`src/rtl/hash_ctrl_pkg.sv`:
```
// Shared types for the cuckoo hash controller: request opcodes, response
// status codes and controller FSM states.
package hash_ctrl_pkg;

  typedef enum logic [1:0] {
    OP_NOTHING = 2'b00,
    OP_READ    = 2'b01,
    OP_WRITE   = 2'b10,
    OP_DELETE  = 2'b11
  } op_t;

  typedef enum logic [2:0] {
    ST_OK                  = 3'd0,
    ST_NOT_FOUND           = 3'd1,
    ST_NO_DELETION_TARGET  = 3'd2,
    ST_KEY_ALREADY_PRESENT = 3'd3,
    ST_NO_WRITE_SPACE      = 3'd4
  } status_t;

  typedef enum logic [1:0] {
    S_IDLE = 2'd0,
    S_READ = 2'd1,
    S_CMP  = 2'd2,
    S_RESP = 2'd3
  } state_t;

endpackage

```
`src/rtl/hash_table_slot_select.sv`:
```
// Per-table hit / free evaluation of the candidate slots read for the current
// key; the uniqueness invariant allows an OR-mux over the hit vector.
module hash_table_slot_select #(
  parameter int KEY_WIDTH        = 8,
  parameter int DATA_WIDTH       = 16,
  parameter int NUMBER_OF_TABLES = 3
) (
  input  logic [NUMBER_OF_TABLES-1:0]                          i_rd_valid,
  input  logic [NUMBER_OF_TABLES-1:0][KEY_WIDTH+DATA_WIDTH-1:0] i_rd_keys_data,
  input  logic [KEY_WIDTH-1:0]                                 i_cur_key,
  output logic [NUMBER_OF_TABLES-1:0]                          o_hit,
  output logic                                                 o_any_hit,
  output logic [DATA_WIDTH-1:0]                                o_hit_data,
  output logic [NUMBER_OF_TABLES-1:0]                          o_free_oh,
  output logic                                                 o_any_free
);

  localparam int KD = KEY_WIDTH + DATA_WIDTH;

  logic [NUMBER_OF_TABLES-1:0] w_free;

  // Key compare per table and OR-combined payload of the hitting table
  always_comb begin
    o_hit      = '0;
    o_hit_data = '0;
    for (int t = 0; t < NUMBER_OF_TABLES; t++) begin
      o_hit[t]   = i_rd_valid[t] & (i_rd_keys_data[t][KD-1 -: KEY_WIDTH] == i_cur_key);
      o_hit_data = o_hit_data | (i_rd_keys_data[t][DATA_WIDTH-1:0] & {DATA_WIDTH{o_hit[t]}});
    end
  end

  // x & -x isolates the lowest-index free table
  assign w_free     = ~i_rd_valid;
  assign o_free_oh  = w_free & (~w_free + NUMBER_OF_TABLES'(1));
  assign o_any_free = |w_free;
  assign o_any_hit  = |o_hit;

endmodule

```
`src/rtl/hash_table_cuckoo_fsm.sv`:
```
// Handshaked cuckoo hash controller: serialises read/write/delete and performs
// bounded multi-hop displacement, returning the last victim when it gives up.
module hash_table_cuckoo_fsm
  import hash_ctrl_pkg::*;
#(
  parameter int KEY_WIDTH           = 8,
  parameter int DATA_WIDTH          = 16,
  parameter int NUMBER_OF_TABLES    = 3,
  parameter int HASH_TABLE_MAX_SIZE = 4,
  parameter int MAX_KICKS           = 4,
  parameter int KICK_CNT_WIDTH      = $clog2(MAX_KICKS + 1)
) (
  input  logic                                                  clk,
  input  logic                                                  rst_n,
  input  logic                                                  req_valid_i,
  output logic                                                  req_ready_o,
  input  logic [1:0]                                            req_op_i,
  input  logic [KEY_WIDTH-1:0]                                  req_key_i,
  input  logic [DATA_WIDTH-1:0]                                 req_data_i,
  output logic [KEY_WIDTH-1:0]                                  hash_key_o,
  input  logic [NUMBER_OF_TABLES-1:0][HASH_TABLE_MAX_SIZE-1:0]  hash_adr_i,
  output logic                                                  mem_rd_en_o,
  output logic [NUMBER_OF_TABLES-1:0][HASH_TABLE_MAX_SIZE-1:0]  mem_rd_adr_o,
  input  logic [NUMBER_OF_TABLES-1:0][KEY_WIDTH+DATA_WIDTH-1:0] mem_rd_keys_data_i,
  input  logic [NUMBER_OF_TABLES-1:0]                           mem_rd_valid_i,
  output logic [NUMBER_OF_TABLES-1:0]                           mem_wr_en_o,
  output logic [NUMBER_OF_TABLES-1:0][HASH_TABLE_MAX_SIZE-1:0]  mem_wr_adr_o,
  output logic [NUMBER_OF_TABLES-1:0][KEY_WIDTH+DATA_WIDTH-1:0] mem_wr_keys_data_o,
  output logic [NUMBER_OF_TABLES-1:0]                           mem_wr_valid_flag_o,
  output logic                                                  resp_valid_o,
  input  logic                                                  resp_ready_i,
  output logic [2:0]                                            resp_status_o,
  output logic [KEY_WIDTH-1:0]                                  resp_key_o,
  output logic [DATA_WIDTH-1:0]                                 resp_data_o,
  output logic [KICK_CNT_WIDTH-1:0]                             resp_kicks_o
);

  localparam int VW = (NUMBER_OF_TABLES > 1) ? $clog2(NUMBER_OF_TABLES) : 1;
  localparam logic [KICK_CNT_WIDTH-1:0] MAX_K = KICK_CNT_WIDTH'(MAX_KICKS);
  localparam logic [VW-1:0] LAST_T = VW'(NUMBER_OF_TABLES - 1);

  state_t                                               r_state, w_state_nxt;
  op_t                                                  r_op, w_op_nxt;
  status_t                                              r_status, w_status_nxt;
  logic [KEY_WIDTH-1:0]                                 r_cur_key, w_cur_key_nxt;
  logic [DATA_WIDTH-1:0]                                r_cur_data, w_cur_data_nxt;
  logic [DATA_WIDTH-1:0]                                r_resp_data, w_resp_data_nxt;
  logic [KICK_CNT_WIDTH-1:0]                            r_kick_cnt, w_kick_cnt_nxt;
  logic [VW-1:0]                                        r_victim, w_victim_nxt;
  logic [NUMBER_OF_TABLES-1:0][HASH_TABLE_MAX_SIZE-1:0] r_cur_adr, w_cur_adr_nxt;

  logic [NUMBER_OF_TABLES-1:0] w_hit, w_free_oh;
  logic                        w_any_hit, w_any_free;
  logic [DATA_WIDTH-1:0]       w_hit_data;

  hash_table_slot_select #(
    .KEY_WIDTH       (KEY_WIDTH),
    .DATA_WIDTH      (DATA_WIDTH),
    .NUMBER_OF_TABLES(NUMBER_OF_TABLES)
  ) u_slot_select (
    .i_rd_valid    (mem_rd_valid_i),
    .i_rd_keys_data(mem_rd_keys_data_i),
    .i_cur_key     (r_cur_key),
    .o_hit         (w_hit),
    .o_any_hit     (w_any_hit),
    .o_hit_data    (w_hit_data),
    .o_free_oh     (w_free_oh),
    .o_any_free    (w_any_free)
  );

  // State and operand registers
  always_ff @(posedge clk) begin
    if (!rst_n) begin
      r_state     <= S_IDLE;
      r_op        <= OP_NOTHING;
      r_status    <= ST_OK;
      r_cur_key   <= '0;
      r_cur_data  <= '0;
      r_resp_data <= '0;
      r_kick_cnt  <= '0;
      r_victim    <= '0;
      r_cur_adr   <= '0;
    end else begin
      r_state     <= w_state_nxt;
      r_op        <= w_op_nxt;
      r_status    <= w_status_nxt;
      r_cur_key   <= w_cur_key_nxt;
      r_cur_data  <= w_cur_data_nxt;
      r_resp_data <= w_resp_data_nxt;
      r_kick_cnt  <= w_kick_cnt_nxt;
      r_victim    <= w_victim_nxt;
      r_cur_adr   <= w_cur_adr_nxt;
    end
  end

  // Next-state and output decode; everything is forced low while rst_n is low
  always_comb begin
    w_state_nxt         = r_state;
    w_op_nxt            = r_op;
    w_status_nxt        = r_status;
    w_cur_key_nxt       = r_cur_key;
    w_cur_data_nxt      = r_cur_data;
    w_resp_data_nxt     = r_resp_data;
    w_kick_cnt_nxt      = r_kick_cnt;
    w_victim_nxt        = r_victim;
    w_cur_adr_nxt       = r_cur_adr;
    req_ready_o         = 1'b0;
    hash_key_o          = '0;
    mem_rd_en_o         = 1'b0;
    mem_rd_adr_o        = '0;
    mem_wr_en_o         = '0;
    mem_wr_adr_o        = '0;
    mem_wr_keys_data_o  = '0;
    mem_wr_valid_flag_o = '0;
    resp_valid_o        = 1'b0;
    resp_status_o       = 3'd0;
    resp_key_o          = '0;
    resp_data_o         = '0;
    resp_kicks_o        = '0;
    if (!rst_n) begin
      w_state_nxt = S_IDLE;
    end else begin
      hash_key_o = r_cur_key;
      case (r_state)
        S_IDLE: begin
          req_ready_o = 1'b1;
          if (req_valid_i && (req_op_i != OP_NOTHING)) begin
            w_op_nxt       = op_t'(req_op_i);
            w_cur_key_nxt  = req_key_i;
            w_cur_data_nxt = req_data_i;
            w_kick_cnt_nxt = '0;
            w_victim_nxt   = '0;
            w_state_nxt    = S_READ;
          end else begin
            w_state_nxt = S_IDLE;
          end
        end
        S_READ: begin
          mem_rd_en_o   = 1'b1;
          mem_rd_adr_o  = hash_adr_i;
          w_cur_adr_nxt = hash_adr_i;
          w_state_nxt   = S_CMP;
        end
        S_CMP: begin
          mem_wr_adr_o       = r_cur_adr;
          mem_wr_keys_data_o = {NUMBER_OF_TABLES{r_cur_key, r_cur_data}};
          w_state_nxt        = S_RESP;
          w_resp_data_nxt    = r_cur_data;
          case (r_op)
            OP_READ: begin
              w_status_nxt    = w_any_hit ? ST_OK : ST_NOT_FOUND;
              w_resp_data_nxt = w_any_hit ? w_hit_data : '0;
            end
            OP_DELETE: begin
              mem_wr_en_o  = w_hit;
              w_status_nxt = w_any_hit ? ST_OK : ST_NO_DELETION_TARGET;
            end
            OP_WRITE: begin
              // Displaced keys are unique, so only the host key needs a hit check
              if ((r_kick_cnt == '0) && w_any_hit) begin
                w_status_nxt = ST_KEY_ALREADY_PRESENT;
              end else if (w_any_free) begin
                mem_wr_en_o         = w_free_oh;
                mem_wr_valid_flag_o = w_free_oh;
                w_status_nxt        = ST_OK;
              end else if (r_kick_cnt < MAX_K) begin
                mem_wr_en_o[r_victim]         = 1'b1;
                mem_wr_valid_flag_o[r_victim] = 1'b1;
                {w_cur_key_nxt, w_cur_data_nxt} = mem_rd_keys_data_i[r_victim];
                w_kick_cnt_nxt = r_kick_cnt + KICK_CNT_WIDTH'(1);
                w_victim_nxt   = (r_victim == LAST_T) ? '0 : r_victim + VW'(1);
                w_state_nxt    = S_READ;
              end else begin
                w_status_nxt = ST_NO_WRITE_SPACE;
              end
            end
            default: begin
              w_state_nxt = S_IDLE;
            end
          endcase
        end
        S_RESP: begin
          resp_valid_o  = 1'b1;
          resp_status_o = r_status;
          resp_key_o    = r_cur_key;
          resp_data_o   = r_resp_data;
          resp_kicks_o  = r_kick_cnt;
          w_state_nxt   = resp_ready_i ? S_IDLE : S_RESP;
        end
        default: begin
          w_state_nxt = S_IDLE;
        end
      endcase
    end
  end

endmodule

```
`config.mk`:
```
export PLATFORM = sky130hd
export DESIGN_NAME = hash_table_cuckoo_fsm
export DESIGN_NICKNAME = d
export VERILOG_FILES = /design/src/rtl/hash_ctrl_pkg.sv /design/src/rtl/hash_table_slot_select.sv /design/src/rtl/hash_table_cuckoo_fsm.sv
export SDC_FILE = /design/constraint.sdc
export NUM_CORES = 1
export LEC_CHECK = 0
export ABC_AREA = 1
export CAP_MARGIN = 20
export CORE_MARGIN = 2
export CORE_UTILIZATION = 38
export DETAILED_ROUTE_END_ITERATION = 10
export PLACE_DENSITY = 0.87
export RECOVER_POWER = 25
export SYNTH_ARGS = -nofsm -noshare
export SYNTH_HDL_FRONTEND = slang
export SYNTH_SLANG_ARGS = --single-unit
```
`constraint.sdc`:
```
create_clock -name clk -period 2.1 [get_ports clk]
set_clock_uncertainty 0.1 [all_clocks]
set_input_delay 0.42 -clock clk [delete_from_list [all_inputs] [get_ports clk]]
set_output_delay 0.42 -clock clk [all_outputs]
set_load 0.05 [all_outputs]
```
# --- Word-level counts from Yosys, hierarchy flattened ---
# Cells that the tools add are included.
totals:
  reg_bits: 64
  input_bits: 117
  out_inout_bits: 143
  elab_cells: 132
classes:
  addsub: 3
  magnitude_cmp: 3
  eq_ne: 16
  muxes: 74
  bitwise_logic: 11
  reduce_logical: 14
op_table:
  columns: ["operator", "n"]
  rows:
  - ["16-bit two-way mux", 9]
  - ["72-bit two-way mux", 2]
  - ["8-bit two-way mux", 8]
  - ["3-bit two-way mux", 20]
  - ["16-bit AND", 3]
  - ["24-bit binary-select mux with 2-bit select", 1]
  - ["12-bit two-way mux", 4]
  - ["16-bit bitwise OR", 2]
  - ["16-bit case mux with 2 select lines", 1]
  - ["8-bit == test", 3]
  - ["24-bit two-way mux", 1]
  - ["2-bit two-way mux", 11]
  - ["8-bit case mux with 2 select lines", 1]
  - ["3-bit case mux with 2 select lines", 2]
  - ["2-bit == test (second input constant)", 5]
  - ["2-bit inequality test (second input constant)", 5]
  - ["1-bit two-way mux", 9]
  - ["3-bit case mux with 3 select lines", 1]
  - ["2-bit case mux with 2 select lines", 2]
  - ["2-bit case mux with 4 select lines", 1]
  - ["3-bit by 1-bit adder with 3-bit output (second input constant)", 2]
  - ["3-bit inverter", 2]
  - ["6-bit AND reduction", 1]
  - ["3-bit OR reduction", 2]
  - ["other kinds (17)", 23]

# --- Longest topological paths before layout ---
# Gate-level depths: netlist of run 1.
depth:
  ltp_word: 10
  depth_mapped: 15
  depth_no_buf: 14

# --- By module ---
# Synthesis of run 1 repeated with hierarchy kept, for this count alone.
hier_totals:
  cells_unflattened: 942
  area_unflattened_um2: 5430.2
modules_own_cells:
  columns: ["mod", "instances", "cells_each", "area_each_um2", "seq_area_each_um2"]
  rows:
  - ["hash_table_cuckoo_fsm", 1, 762, 4550.6, 1281.2]
  - ["hash_table_slot_select", 1, 180, 879.6, 0.0]

# --- Least setup slack after synthesis of run 1 ---
# OpenSTA, ideal clock, no wires.
synth_path:
  path_type: "input to output"
  start: "input mem_rd_keys_data_i[20] (netlist name)"
  end: "output mem_wr_en_o[0]"
  arrival_time_ns: 2.799
  required_time_ns: 1.580
  slack_ns: -1.219
  path_stages: 12
  path_buffers: 1
  path_cell_list: "inv_1 > nand2_1 > nand2_1 > inv_2 > and2_1 > buf_4 > nand3_2 > nand3_4 > nand2_1 > inv_1 > nor3_1 > or2_2"
synth_via:
  elab_chain_len: 8
synth_lines:
  columns: ["item", "line", "text"]
  rows:
  - ["start: declaration", "hash_table_cuckoo_fsm.sv:24", "input logic [NUMBER_OF_TABLES-1:0][KEY_WIDTH+DATA_WIDTH-1:0] mem_rd_keys_data_i,"]
  - ["8-bit == test *", "hash_table_slot_select.sv:27", "o_hit[t] = i_rd_valid[t] & (i_rd_keys_data[t][KD-1 -: KEY_WIDTH] == i_cur_key);"]
  - ["1-bit AND *", "hash_table_slot_select.sv:27", null]
  - ["3-bit OR reduction", "hash_table_slot_select.sv:36", "assign o_any_hit = |o_hit;"]
  - ["1-bit logical AND", "hash_table_cuckoo_fsm.sv:160", "if ((r_kick_cnt == '0) && w_any_hit) begin"]
  - ["3-bit two-way mux", "hash_table_cuckoo_fsm.sv:160", null]
  - ["3-bit case mux with 2 select lines *", "hash_table_cuckoo_fsm.sv:149", "case (r_op)"]
  - ["3-bit two-way mux *", "hash_table_cuckoo_fsm.sv:124", "case (r_state)"]
  - ["3-bit two-way mux *", "hash_table_cuckoo_fsm.sv:120", "if (!rst_n) begin"]
  - ["end: declaration", "hash_table_cuckoo_fsm.sv:26", "output logic [NUMBER_OF_TABLES-1:0] mem_wr_en_o,"]
# Mark *: on every way between the ends. The rest lies on a longest branch, timed or not.

# --- Worst setup path after layout of run 1 ---
layout_path:
  start: "register r_cur_key[7]"
  end: "output mem_wr_en_o[1]"
layout_via:
  elab_chain_len: 8
  elab_cells_between_ends: 12
  cone_classes: "eq/ne: 3; mux: 4; bitwise: 3; reduce/logical: 2"
layout_lines:
  columns: ["item", "line", "text"]
  rows:
  - ["start: declaration", "hash_table_cuckoo_fsm.sv:45", "logic [KEY_WIDTH-1:0] r_cur_key, w_cur_key_nxt;"]
  - ["start signal: assignment", "hash_table_cuckoo_fsm.sv:87", "r_cur_key <= w_cur_key_nxt;"]
  - ["8-bit == test", "hash_table_slot_select.sv:27", null]
  - ["1-bit AND", "hash_table_slot_select.sv:27", null]
  - ["3-bit OR reduction", "hash_table_slot_select.sv:36", null]
  - ["1-bit logical AND", "hash_table_cuckoo_fsm.sv:160", null]
  - ["3-bit two-way mux", "hash_table_cuckoo_fsm.sv:160", null]
  - ["3-bit case mux with 2 select lines *", "hash_table_cuckoo_fsm.sv:149", null]
  - ["3-bit two-way mux *", "hash_table_cuckoo_fsm.sv:124", null]
  - ["3-bit two-way mux *", "hash_table_cuckoo_fsm.sv:120", null]
# Marked as above.

==> run metrics, run 1 <==
status=finished, violations left; failing checks=setup timing; Final ANT Viol Nets=0; Core Box Area=approximately 13000 µm²; area of the multi-input gates=3940 µm²; input/output buffers=about 260; GRT Residual Overflow=0; buffers plus inverters on the worst setup path=2; Vias/cell=about 5.7; P_leak=approximately 4.9 nW; Synth async-reset ratio=0%; Post-Syn Area=between 5000 and 6000 µm²; RePlAce Congestion=around 1; Tightest Hold Check Type=reg2reg; Final Cycle Share=121%; Synth warnings=0; final worst slack=-0.447 ns; Clock Latency Late Sink=approximately 0.33 ns; FF+latch count, synth=64; met2 Use GR=between 50% and 60%; crit path capture type=output pin; peak supply drop=about 0.00044 V; hold_buf cts=0; fill count=670; crit path max fanout=7; Crit. path cell count=10; Ports=260; via count=between 7000 and 8000; Critical Path Slowest Stage Cell=dfxtp_4; drt drc=0; Post-synth EDFFs=0; Iteration-0 DRC Markers=1028; area share of the largest cell type after synthesis=between 20% and 30%; Worst setup startpoint=r_cur_key[7]$_SDFFE_PN0P_; Routed WL per cell=a little over 20 µm; post-route minimum period=between 2 and 3 ns; final cell count without fillers=~1400; biggest area consumer among synthesized cells=dfxtp_1; Slew HR=54.9%; Max H-tree Level=3; Layout Nets=between 1000 and 1500; Register-to-Register Path Depth=12; Top Usage Layer GRT=met2; RSZ-0062 raised after global routing=true; pwr/cell area=approximately 420 nW/µm²; die height=between 100 and 150 µm; global-route track usage on met1=around two fifths; synth unique cells=43; flop-to-flop setup slack=-0.14 ns; Setup CP Type=reg2out; WL final=28100 µm; Area contributors post-synth=dfxtp_1 24%, nand2_1 13%, nor2_1 9.6%; post-synthesis sequential area ratio=around 24%; CTS clock-pin slew for the worst setup and hold paths=approximately 0.06 ns; Die W=122 µm; post-placement setup slack=-0.682 ns; total CTS buffers=9; arrival time at the worst endpoint=2.03 ns; DIE AREA=~15000 µm²; Critical Path, Cell by Cell=inv_6 > or2_4 > nand3_1 > nor2_1 > nand3_1 > nand3_1 > nand2_1 > nand3_4 > a21oi_4 > buf_12; CTS tree=yes; Rows=between 40 and 50; total track usage=between 30% and 40%; Cells after Synth=around 850; Pre-antenna DRT Iters=7; placed cell count=~1300; final design utilization=84.5%; number of max-cap violations=0; Max clock buf depth=2; Slew Viols, Final=0; Initial Utilization=39.2%; vias in the first global route=roughly 7400; share of layout cells above drive strength 1=approximately 45%; Tot Pwr=roughly 0.0047 W; hpwl dp=approximately 17000 µm; fmax=about 0.39 GHz; clock root cell=clkbuf_16; Reg-to-Reg End=r_cur_key[5]$_SDFFE_PN0P_; initial antenna violation count=4; Worst Setup EP=mem_wr_en_o[1]; top_reg_cell synth=dfxtp_1; pin count of the biggest net entering global routing=57; FF-to-FF Start=r_state[0]$_SDFF_PN0_; first-pass GRT wire length=between 30000 and 40000 µm; Worst EP required=approximately 1.6 ns; worst stage delay on the critical path=roughly 0.39 ns; delay-heaviest family, CP=simple AND/OR/NAND/NOR gates; Syn Area/Cell=just over 6 µm²; area delta synth->final=115%; Register Area=between 1000 and 1500 µm²; # setup viols final=158; GR Layer Usage met3=7.82%; Worst setup SP type=flop; most used cell along the critical path=nand3_1; Syn Nets=between 900 and 1000; Final Hold Fails=0; CTS Sinks=64; hold_ws=roughly 0.39 ns; Slew @ Worst Pin=~0.68 ns
[cell usage after synthesis (11+ instances only)]
master / n
a21oi_1: 29
nand3_1: 51
nand2_1: 189
nor2_2: 24
inv_1: 98
o22ai_1: 30
buf_4: 53
o21ai_0: 27
nor2_1: 135
clkbuf_1: 27
a22o_1: 11
a22oi_1: 18
dfxtp_1: 64
o211ai_1: 18
[final cells by class]
type                       count  share of cell area (%)
tap                          176                    1.94
clock buffer                  11                    2.14
antenna                        4                  0.0884
timing repair buffer         405                    44.5
inverter                     112                    4.37
clock inverter                 5                   0.497
multi-input combinational    586                    34.8
sequential                    64                    11.6
[per-layer routing]
layer  part of all wire, %  vias up  routed length (µm)
met5                     0        -                   0
met4                   6.0        0                1690
met3                    10      160                2890
met2                    50      636               14100
met1                    34     3565                9460
li1                      -     3369                   -
[state kept, by name, indices dropped and copies added, names as in the netlist]
register	flops
r_victim	2
r_cur_adr	12
r_resp_data	16
r_state	2
r_cur_data	16
r_status	3
r_cur_key	8
r_kick_cnt	3
r_op	2
[cell usage in the layout (no fill, tap or decap), drive strengths merged, types with 3 or more instances in the layout]
cell	instances
clkinv	8
xnor2	5
clkdlybuf4s50	87
nand4	4
a21oi	31
clkinvlp	3
dlygate4sd2	22
diode	4
o211ai	18
o2111ai	4
a22oi	18
o22ai	30
buf	281
dfxtp	64
nand2	191
clkbuf	23
or2	4
and2	4
inv	105
a221oi	5
a22o	11
nor2	160
nand3	59
o21ai	31
nor3	5
[power breakdown]
group          internal [W]  total [W]  switching (W)  leakage [nW]
sequential          0.00131    0.00141       0.000107         0.530
combinational      0.000788    0.00176       0.000975          4.18
clock              0.000951    0.00155       0.000600         0.146
total               0.00305    0.00473        0.00168          4.86
[what timing repair did]
item,in CTS,in global routing
setup endpoints to repair,140,119
buffers inserted,48,14
pin swaps,43,27
resized for setup,156,146
cloned,2,3
[stage by stage]
| stage | area [µm²] | TNS, ns |
|---|---|---|
| finish | 11300 | -14.13 |
| global route | 11300 | -24.05 |
| CTS | 10700 | -4.19 |
| detailed placement | 9630 | -25.39 |
| global placement | 9630 | -22.07 |
| floorplan | 5900 | -3.62 |
[kinds of logic (layout without fill, tap and decap cells)]
kind of cell	after synthesis	count (layout)	synth area share [%]
other cells	0	4	0
buf+inv	204	533	19.9
simple gates	427	427	35.5
flops	64	64	24.4
fa+ha+maj	2	2	0.476
xor+xnor	6	6	1.00
compound gates	151	151	18.8
[tightest hold or removal path, stage by stage (launching register included)]
cell	delay [ns]
dfxtp_1	0.29
inv_1	0.08
a21oi_1	0.07
[how the worst min path moves through the flow]
stage               cells after the start  slack (ns)                         end                        from
finish                                  2        0.39    r_status[2]$_SDFFE_PN0P_    r_status[2]$_SDFFE_PN0P_
global placement                        2        0.37  r_cur_adr[11]$_SDFFE_PN0N_  r_cur_adr[11]$_SDFFE_PN0N_
global route                            2        0.42        r_op[0]$_SDFFE_PN0P_        r_op[0]$_SDFFE_PN0P_
floorplan                               2        0.35    r_status[2]$_SDFFE_PN0P_    r_status[2]$_SDFFE_PN0P_
detailed placement                      2        0.38    r_status[2]$_SDFFE_PN0P_    r_status[2]$_SDFFE_PN0P_
CTS                                     2        0.39    r_status[2]$_SDFFE_PN0P_    r_status[2]$_SDFFE_PN0P_
No activity file was read; power rests on OpenSTA's default activity.
==> run 2, diff against run 1 <==
--- a/config.mk
+++ b/config.mk
@@ -5,12 +5,11 @@
 export SDC_FILE = /design/constraint.sdc
 export NUM_CORES = 1
 export LEC_CHECK = 0
-export ABC_AREA = 1
 export CAP_MARGIN = 20
 export CORE_MARGIN = 2
-export CORE_UTILIZATION = 38
+export CORE_UTILIZATION = 37
 export DETAILED_ROUTE_END_ITERATION = 10
-export PLACE_DENSITY = 0.87
+export PLACE_DENSITY = 0.86
 export RECOVER_POWER = 25
 export SYNTH_ARGS = -nofsm -noshare
 export SYNTH_HDL_FRONTEND = slang
==> run metrics, run 2 <==
status=finished, violations left; failing checks=setup timing; most frequent cells in the layout=156 x buf_12, 88 x nand2_1, 88 x clkdlybuf4s50_1; Tightest Hold Check Type=reg2reg; # setup viols final=181; DR top layer=met4; clock root cell=clkbuf_16; FF+latch count, synth=64; Crit. path cell count=8; post-route minimum period=2.76 ns; routed wl met2=14500 µm; FF-to-FF Start=r_cur_key[2]$_SDFFE_PN0P_; RSZ-0062 raised after global routing=true; setup TNS=-20.01 ns; most numerous cell in the Yosys netlist=nand2_1; pin count of the biggest net entering global routing=67; DR WL met3=roughly 3100 µm; Post-Syn Area=approximately 5200 µm²; GRT Residual Overflow=0; finished layout cell area=between 10000 and 15000 µm²; Core Box Area=roughly 14000 µm²; Iteration-0 DRC Markers=between 900 and 1000; input/output buffers=259; top_reg_cell synth=dfxtp_1; Cells after Synth=roughly 700; Rows=43; Routed met1 length=approximately 10000 µm; Clock Latency Late Sink=roughly 0.34 ns; Final Hold Fails=0; Layout Nets=1108; post-placement setup slack=-0.803 ns; Post-synth top cells=93 x nand2_1, 64 x dfxtp_1, 53 x buf_4, 52 x and3_1, 46 x a21oi_1; fmax=between 0.3 and 0.4 GHz; hold_ws=0.363 ns; P_leak=around 4.6 nW; Critical Path, Cell by Cell=buf_12 > xnor2_4 > nand4_4 > nor3_4 > o31ai_4 > or3b_4 > a21oi_4 > buf_12; total CTS buffers=9; die height=122 µm; commonest non-fill, non-tap cell in the layout=buf_12; post-synthesis sequential area ratio=~25%; Die W=between 100 and 150 µm; flop-to-flop setup slack=-0.20 ns; Pre-antenna DRT Iters=7; Critical Path Slowest Stage Cell=or3b_4; DIE AREA=roughly 15000 µm²; Area contributors post-synth=dfxtp_1 25%, buf_4 7.7%, nand2_1 6.7%; Syn Area/Cell=approximately 7.4 µm²; hpwl dp=17200 µm; peak supply drop=~0.00038 V; hold_buf cts=0; Setup CP Type=reg2out; vias in the first global route=roughly 7000; delay-heaviest family, CP=simple AND/OR/NAND/NOR gates; arrival time at the worst endpoint=between 2 and 2.5 ns; number of max-cap violations=0; Worst Setup EP=mem_wr_en_o[2]; crit path max fanout=3; Max H-tree Level=3; drt drc=0; most used cell along the critical path=buf_12; synth unique cells=43; Reg-to-Reg End=r_resp_data[9]$_SDFFE_PN0P_; Syn Nets=between 800 and 900; crit path capture type=output pin; worst stage delay on the critical path=0.44 ns; biggest area consumer among synthesized cells=dfxtp_1; fill count=721; buffers plus inverters on the worst setup path=2; CTS clock-pin slew for the worst setup and hold paths=0.06 ns; Initial Utilization=roughly 38%; Max clock buf depth=2; Routed WL per cell=25.1 µm; pwr/cell area=between 300 and 400 nW/µm²; initial antenna violation count=2; Worst setup SP type=flop; Cell Area, Placed=9800 µm²; first-pass GRT wire length=38700 µm; Register-to-Register Path Depth=13; Slew Viols, Final=0; total track usage=between 30% and 40%; Slew @ Worst Pin=0.605 ns; Final Cycle Share=131%; share of layout cells above drive strength 1=between 40 and 50%; final worst slack=-0.660 ns; WL final=29600 µm; Synth warnings=0; Post-synth EDFFs=0; area share of the largest cell type after synthesis=approximately a quarter; Final ANT Viol Nets=0; Vias/cell=just over 6; Worst EP required=~1.6 ns; Slew HR=between 50% and 60%; Synth async-reset ratio=0%; Ports=between 200 and 300; CTS tree=yes; RePlAce Congestion=a little under 1; area delta synth->final=118%; biggest regs=r_cur_data: 16 flops, r_resp_data: 16 flops, r_cur_adr: 12 flops; Worst setup startpoint=r_cur_key[1]$_SDFFE_PN0P_; CTS Sinks=64; via count=around 7300
run 2: changes by cell type in the layout (fill, tap and decap cells not counted), sizes merged, moves of 21 or more:
cell,delta
mux2i,+26
nand4,+26
nand2,-97
and3,+52
and2,+25
nor2,-122
nor3,+21
o21ai,+25
nand3,-48
inv,-93
run 2: worst min path at each step:
stage / depth (start not counted) / startpoint / end
after floorplan: 2 / r_cur_adr[0]$_SDFFE_PN0N_ / r_cur_adr[0]$_SDFFE_PN0N_
after global placement: 2 / r_cur_adr[1]$_SDFFE_PN0N_ / r_cur_adr[1]$_SDFFE_PN0N_
final: 2 / r_cur_adr[6]$_SDFFE_PN0N_ / r_cur_adr[6]$_SDFFE_PN0N_
after detailed placement: 2 / r_cur_adr[5]$_SDFFE_PN0N_ / r_cur_adr[5]$_SDFFE_PN0N_
after CTS: 2 / r_cur_adr[1]$_SDFFE_PN0N_ / r_cur_adr[1]$_SDFFE_PN0N_
after global routing: 2 / r_cur_adr[1]$_SDFFE_PN0N_ / r_cur_adr[1]$_SDFFE_PN0N_
run 2: layout make-up:
| cell class | instances | area [µm²] | area share (%) |
|---|---|---|---|
| tap | 180 | 225 | 1.99 |
| sequential | 64 | 1310 | 11.6 |
| multi-input combinational | 506 | 4020 | 35.5 |
| timing repair buffer | 396 | 5450 | 48.1 |
| inverter | 12 | 45.0 | 0.397 |
| clock buffer | 11 | 243 | 2.14 |
| antenna | 2 | 5.00 | 0.0442 |
| clock inverter | 5 | 32.5 | 0.287 |
run 2: metal layers:
metal	global-route usage, %	vias to the layer above
met4	17.3	0
met5	0	-
met3	8.04	159
met2	58.6	628
li1	-	3026
met1	36.6	3490
run 2: power breakdown:
group | total [W] | internal [W] | switching (W) | leakage [nW]
Sequential | 0.00136 | 0.00128 | 0.0000800 | 0.528
Clock | 0.00145 | 0.000829 | 0.000623 | 0.128
Combinational | 0.00146 | 0.000725 | 0.000739 | 3.93
Total | 0.00428 | 0.00284 | 0.00144 | 4.59
run 2: cell families after synthesis:
kind of cell             synth area share [%]
buffers and inverters                    14.7
adder cells (fa/ha/maj)                 0.482
AO/OA/AOI/OAI                            20.0
multiplexers                             5.01
flip-flops                               24.7
XOR/XNOR                                 4.63
AND/OR/NAND/NOR                          30.5
run 2: timing repair:
action                                  CTS  global route
buffers inserted                         24            28
cloned                                    5             9
endpoints found under the setup margin  178           175
gates resized for setup                 134            76
pin swaps                                50            55
run 2: metrics by stage:
stage                     total power, W  util, %  std cells
after floorplan                  0.00196        -        698
after global placement           0.00251     71.2       1103
after detailed placement         0.00256     71.2       1103
after CTS                        0.00404     78.0       1144
after global routing             0.00439     82.3       1176
final                            0.00428     82.3       1176
run 2: tightest hold or removal path, stage by stage, from the launching register on:
cell and delay, ns:
dfxtp_1 0.31, nand2_1 0.05, a21oi_1 0.05
